File: src/rtl/cache_definition.sv
// Shared cache-side types: sequencer FSM states, ROM entry layout,
// and a saturating-increment helper for the sequencer counters.
package cache_definition;

  localparam int CD_ADDR_W = 20;
  localparam int CD_DATA_W = 16;

  typedef enum logic [1:0] {
    S_IDLE  = 2'd0,
    S_FETCH = 2'd1,
    S_ISSUE = 2'd2,
    S_DONE  = 2'd3
  } seq_state_t;

  typedef struct packed {
    logic                 last;
    logic                 rw;
    logic [CD_ADDR_W-1:0] addr;
    logic [CD_DATA_W-1:0] data;
  } rom_entry_t;

  // Increments v, holding at 2^w-1 (w <= 32).
  function automatic logic [31:0] sat_inc(
    input logic [31:0] v,
    input int unsigned w
  );
    logic [31:0] lim;
    lim = (w >= 32) ? 32'hFFFF_FFFF
                    : ((32'd1 << w) - 32'd1);
    return (v >= lim) ? v : v + 32'd1;
  endfunction

endpackage

File: src/rtl/cache_req_sequencer.sv
// Replays a ROM table of CPU requests into the cache CPU port and
// self-checks read data against the stored expected value.
//
// Ports:
//   clk, rst (async, active-low)
//   start, loop_en, pause          run control
//   rom_addr / rom_dout            ROM read port (entry = last|rw|addr|data)
//   req_valid/rw/addr/data         cache request
//   rsp_stopped / rsp_data         cache stall and read data
//   busy, done                     run status
//   pass_count, err_count          saturating counters
//   first_err_idx, err_flag        first mismatch capture
// DEPTH must be a power of two and at least 2; CNT_W at most 32.
module cache_req_sequencer
  import cache_definition::*;
#(
  parameter  int ADDR_W = 20,
  parameter  int DATA_W = 16,
  parameter  int DEPTH  = 1024,
  parameter  int CNT_W  = 16,
  localparam int ROM_W  = 2 + ADDR_W + DATA_W,
  localparam int IW     = $clog2(DEPTH)
) (
  input  logic              clk,
  input  logic              rst,
  input  logic              start,
  input  logic              loop_en,
  input  logic              pause,
  output logic [IW-1:0]     rom_addr,
  input  logic [ROM_W-1:0]  rom_dout,
  output logic              req_valid,
  output logic              req_rw,
  output logic [ADDR_W-1:0] req_addr,
  output logic [DATA_W-1:0] req_data,
  input  logic              rsp_stopped,
  input  logic [DATA_W-1:0] rsp_data,
  output logic              busy,
  output logic              done,
  output logic [CNT_W-1:0]  pass_count,
  output logic [CNT_W-1:0]  err_count,
  output logic [IW-1:0]     first_err_idx,
  output logic              err_flag
);

  seq_state_t r_state;
  seq_state_t w_state_nxt;

  logic [IW-1:0]     r_rom_addr;
  logic [IW-1:0]     r_idx;
  logic              r_last;
  logic              r_req_rw;
  logic [ADDR_W-1:0] r_req_addr;
  logic [DATA_W-1:0] r_req_data;
  logic              r_done;
  logic [CNT_W-1:0]  r_pass;
  logic [CNT_W-1:0]  r_err;
  logic [IW-1:0]     r_first_idx;
  logic              r_err_flag;

  logic              w_ent_last;
  logic              w_ent_rw;
  logic [ADDR_W-1:0] w_ent_addr;
  logic [DATA_W-1:0] w_ent_data;
  logic              w_valid;
  logic              w_busy;
  logic              w_accept;
  logic              w_last;
  logic              w_start;
  logic              w_mismatch;
  logic              w_load;

  assign w_ent_last = rom_dout[ROM_W-1];
  assign w_ent_rw   = rom_dout[ROM_W-2];
  assign w_ent_addr = rom_dout[DATA_W +: ADDR_W];
  assign w_ent_data = rom_dout[DATA_W-1:0];

  assign w_accept = w_valid & ~rsp_stopped;

  // The final ROM slot always ends a pass, marked or not.
  assign w_last = r_last
                | (r_idx == IW'(DEPTH - 1));

  assign w_start = start
                 & ((r_state == S_IDLE)
                 |  (r_state == S_DONE));

  // req_data holds the expected value for reads.
  assign w_mismatch = w_accept & ~r_req_rw
                    & (rsp_data != r_req_data);

  // Entry load: the FETCH cycle, or back-to-back after a non-last accept.
  assign w_load = (r_state == S_FETCH)
                | (w_accept & ~w_last);

  always_ff @(posedge clk or negedge rst) begin
    if (!rst) begin
      r_state <= S_IDLE;
    end else begin
      r_state <= w_state_nxt;
    end
  end

  always_comb begin
    w_state_nxt = r_state;
    unique case (r_state)
      S_IDLE, S_DONE: begin
        if (start) w_state_nxt = S_FETCH;
      end
      S_FETCH: begin
        w_state_nxt = S_ISSUE;
      end
      S_ISSUE: begin
        if (w_accept && w_last) begin
          w_state_nxt = loop_en ? S_FETCH : S_DONE;
        end
      end
      default: w_state_nxt = S_IDLE;
    endcase
  end

  always_comb begin
    w_valid = 1'b0;
    w_busy  = 1'b0;
    unique case (r_state)
      S_FETCH: w_busy = 1'b1;
      S_ISSUE: begin
        w_busy  = 1'b1;
        w_valid = ~pause;
      end
      S_IDLE, S_DONE: ;
      default: ;
    endcase
  end

  always_ff @(posedge clk or negedge rst) begin
    if (!rst) begin
      r_rom_addr  <= '0;
      r_idx       <= '0;
      r_last      <= 1'b0;
      r_req_rw    <= 1'b0;
      r_req_addr  <= '0;
      r_req_data  <= '0;
      r_done      <= 1'b0;
      r_pass      <= '0;
      r_err       <= '0;
      r_first_idx <= '0;
      r_err_flag  <= 1'b0;
    end else if (w_start) begin
      r_rom_addr  <= '0;
      r_done      <= 1'b0;
      r_pass      <= '0;
      r_err       <= '0;
      r_first_idx <= '0;
      r_err_flag  <= 1'b0;
    end else begin
      if (w_mismatch) begin
        r_err <= CNT_W'(sat_inc(32'(r_err), CNT_W));
        if (!r_err_flag) begin
          r_err_flag  <= 1'b1;
          r_first_idx <= r_idx;
        end
      end
      if (w_load) begin
        r_req_rw   <= w_ent_rw;
        r_req_addr <= w_ent_addr;
        r_req_data <= w_ent_data;
        r_last     <= w_ent_last;
        r_idx      <= r_rom_addr;
        r_rom_addr <= r_rom_addr + IW'(1);
      end else if (w_accept) begin
        r_pass <= CNT_W'(sat_inc(32'(r_pass), CNT_W));
        if (loop_en) begin
          r_rom_addr <= '0;
        end else begin
          r_done <= 1'b1;
        end
      end
    end
  end

  assign rom_addr      = r_rom_addr;
  assign req_valid     = w_valid;
  assign req_rw        = r_req_rw;
  assign req_addr      = r_req_addr;
  assign req_data      = r_req_data;
  assign busy          = w_busy;
  assign done          = r_done;
  assign pass_count    = r_pass;
  assign err_count     = r_err;
  assign first_err_idx = r_first_idx;
  assign err_flag      = r_err_flag;

endmodule
File: config.mk
export PLATFORM = sky130hd
export DESIGN_NAME = cache_req_sequencer
export DESIGN_NICKNAME = d
export VERILOG_FILES = /design/src/rtl/cache_definition.sv /design/src/rtl/cache_req_sequencer.sv
export SDC_FILE = /design/constraint.sdc
export NUM_CORES = 1
export LEC_CHECK = 0
export CAP_MARGIN = 20
export CORE_UTILIZATION = 40
export DETAILED_ROUTE_END_ITERATION = 12
export PLACE_DENSITY = 0.68
export SKIP_LAST_GASP = 1
export SLEW_MARGIN = 20
export SYNTH_ARGS = -nofsm -noshare
export SYNTH_HDL_FRONTEND = slang
export SYNTH_SLANG_ARGS = --single-unit
File: constraint.sdc
create_clock -name clk -period 3.35 [get_ports clk]
set_input_delay 0.67 -clock clk [delete_from_list [all_inputs] [get_ports clk]]
set_output_delay 0.67 -clock clk [all_outputs]
set_load 0.02 [all_outputs]
==> metrics.txt <==
commonest register cell after synthesis sky130_fd_sc_hd__dfrtp_1; clock transition at the registers of the reported paths 0.07 ns; Top delay family on crit path simple AND/OR/NAND/NOR gates; CTS Hold Bufs 0; category of the worst setup path launch point input pin; Worst Tran Pin Value 0.834 ns; number of nets in the finished design 678; tightest slew margin relative to the limit 44.2%; number of unique standard cell types used by synthesis 51; required time worst endpoint 3.62 ns; buffers from clock root to sink, at most 2; antenna-violating nets left 0; sequential group share of total power 34.0%; sequential-to-total area share from yosys stat 49.6%; final number of hold-violating endpoints 0; remaining routing DRC violations 0; antenna cell count 0; average size of a mapped cell 11.3 sq um; path type of the worst setup path in2reg; Routed Wire Length 13000 um; Num CTS Buffers 9; CP endpoint kind flop; path class of the lowest-slack min-delay path in2async; setup violators final 0; Core Area 0.0127 sq mm; Global Route met2 Usage 32.2%; number of max-slew violations in the final report 0; number of gates resized after CTS 0; area growth from synthesis to layout 38.4%; leading cell types by count after synthesis sky130_fd_sc_hd__dfrtp_1, sky130_fd_sc_hd__mux2_4, sky130_fd_sc_hd__a21oi_1; count of buffers added by post-CTS timing repair for setup 0; share of power burned in combinational logic 44.0%; ratio of total power to cell area 749 mW/mm^2; portion of total power attributed to the clock network 22.0%; maximum cell stage delay along the critical path 0.70 ns; worst clock skew 0.00517 ns; worst path cell trace clkdlybuf4s50_1, and2b_1, nand2b_1, or3_1, or4_1, a21oi_1; share of the synthesized area in compound gates (AO/OA/AOI/OAI) 12.3%; maximum fanout count along the critical path 27; placer's final routability congestion estimate 0.852; summed instance area of the synthesized netlist 0.00525 sq mm; maximum vdd drop 0.475 mV; count of state elements after synthesis 104; total number of vias 4220; met3 Resource Use GR 5.81%; busiest layer in global routing met2; post-synthesis share of cell area spent on xor and xnor gates 3.84%; crit path time final 2.65 ns; clock latency on the worst-skew pair 0.35 ns; routed wirelength normalized by instance count 16.4 um; input/output buffers 152; YS warnings 0; max-cap viol count 0; net count after synthesis 530; H-tree levels 3; Switching Power 1890 uW; initial core utilization 41.3%; FFs w/ async S/R, synth 100%; result of the run complete, no violations; largest family of logic cells by synthesized area simple AND/OR/NAND/NOR gates; die height 117 um; cell types with the largest area share after synthesis sky130_fd_sc_hd__dfrtp_1, sky130_fd_sc_hd__mux2_4, sky130_fd_sc_hd__a21oi_1; met1 demand-to-capacity share in global routing 25.5%; Int Power 3550 uW; simple logic cell fraction of the synthesized area 15.4%; sw frac 34.8%; global route total overflow 0; setup TNS 0 ns; share of the synthesized area in the top cell type 49.6%; number of clock sinks 104; share of cells above drive strength 1 11.7%; most frequent cell after synthesis sky130_fd_sc_hd__dfrtp_1; arrival time of data at the critical path endpoint 2.92 ns; via/cell ratio 5.34; EDFF count, synth 0; f_max 378 MHz; clock root buffer master sky130_fd_sc_hd__clkbuf_16; library cell occupying the most area in the post-synthesis netlist sky130_fd_sc_hd__dfrtp_1; detailed placement HPWL 9420 um; global-route wire length before repair 21000 um; global routing usage summed across all routing layers 20.2%; floorplan row count 41; Worst path slowest cell sky130_fd_sc_hd__or3_1; violation count after the first detailed-route iteration 235; multiplexer share of the synthesized area 14.5%; maximum number of pins on one net before global-route repair 58; number of optimization iterations in the first detailed-route pass 4; Final Cycle Share 79.0%; overall die area 0.0136 sq mm; number of global-route vias before repair 4141; Power Total 5440 uW; CTS tree yes; cells after synthesis 465; unrepaired setup endpoints after global routing no; IO Pins 153; Buffers & Inverters on Critical Path 1; Die X 117 um; Synth Area in Adders 1.19%; P_leak 0.00306 uW; number of antenna violations at the first check in global routing 0
## registers in the layout, summed over array words and instances (netlist names)
signal,count
done,1
err_flag,1
r_idx,10
pass_count,16
r_last,1
req_rw,1
r_state,2
first_err_idx,10
req_data,16
err_count,16
req_addr,20
rom_addr,10
## cell type report
type                    count  area, sq um
clock inverters             5          105
inverters                   8         30.0
clock buffers              11          233
well taps                 172          215
multi-input cells         329         2480
repair buffers            161         1600
flip-flops and latches    104         2600
fillers                  1142         5460
## metrics by stage
step	cells	setup slack, ns	cell area [sq um]	hold slack [ns]	utilization [%]
after floorplan	465	1.03	5250	0.374	-
after global placement	774	0.392	6930	0.478	54.4
after detailed placement	774	0.328	6930	0.483	54.4
after CTS	790	0.709	7260	0.396	57.1
after global routing	790	0.549	7260	0.416	57.1
final	790	0.702	7260	0.349	57.1
## placed cells by master (no fill, tap or decap), drive strengths merged, types with 7 or more instances in the layout
| master | netlist | routed |
|---|---|---|
| o31ai | 14 | 14 |
| nand2 | 32 | 32 |
| xor2 | 16 | 16 |
| nor2 | 20 | 20 |
| a21oi | 36 | 36 |
| nand4 | 9 | 9 |
| nand3 | 24 | 24 |
| mux2i | 7 | 7 |
| mux2 | 48 | 48 |
| o21ai | 18 | 18 |
| buf | 12 | 10 |
| or4 | 13 | 13 |
| nor3 | 8 | 8 |
| inv | 8 | 8 |
| dfrtp | 104 | 104 |
| nand2b | 12 | 12 |
| clkdlybuf4s50 | 0 | 151 |
| xnor2 | 7 | 7 |
| clkbuf | 12 | 11 |
## logic make-up after synthesis
logic type | Yosys count
and+or+nand+nor | 148
DFF | 104
AOI/OAI and AO/OA | 98
muxes | 55
buffers and inverters | 32
xor gates and xnor gates | 23
adders and majority gates | 5
## worst paths after layout
| check | startpoint | end | slack [ns] | depth (start not counted) |
|---|---|---|---|---|
| max in group asynchronous | rst | req_addr[19] | 2.19 | 2 |
| min reg2reg | done | done | 0.49 | 1 |
| min | rst | pass_count[15] | 0.35 | 1 |
| max | pause | pass_count[3] | 0.70 | 6 |
| max reg2reg | r_state[0] | pass_count[3] | 0.87 | 7 |
| min in group clk | done | done | 0.49 | 1 |
## per-layer routing
metal / up-vias / part of all wire, %
li1: 2007 / -
met1: 2048 / 44
met3: 16 / 7.8
met5: - / 0
met2: 149 / 47
met4: 0 / 2.1
## power groups by stage
stage | logic (uW) | clock network (uW) | registers (uW)
after global placement | 2380 | 0 | 1860
after detailed placement | 2430 | 0 | 1850
after global routing | 2560 | 1280 | 1890
after CTS | 2430 | 1230 | 1850
final | 2390 | 1200 | 1850
after floorplan | 1260 | 0 | 2120
No activity file was read; power rests on OpenSTA's default activity.
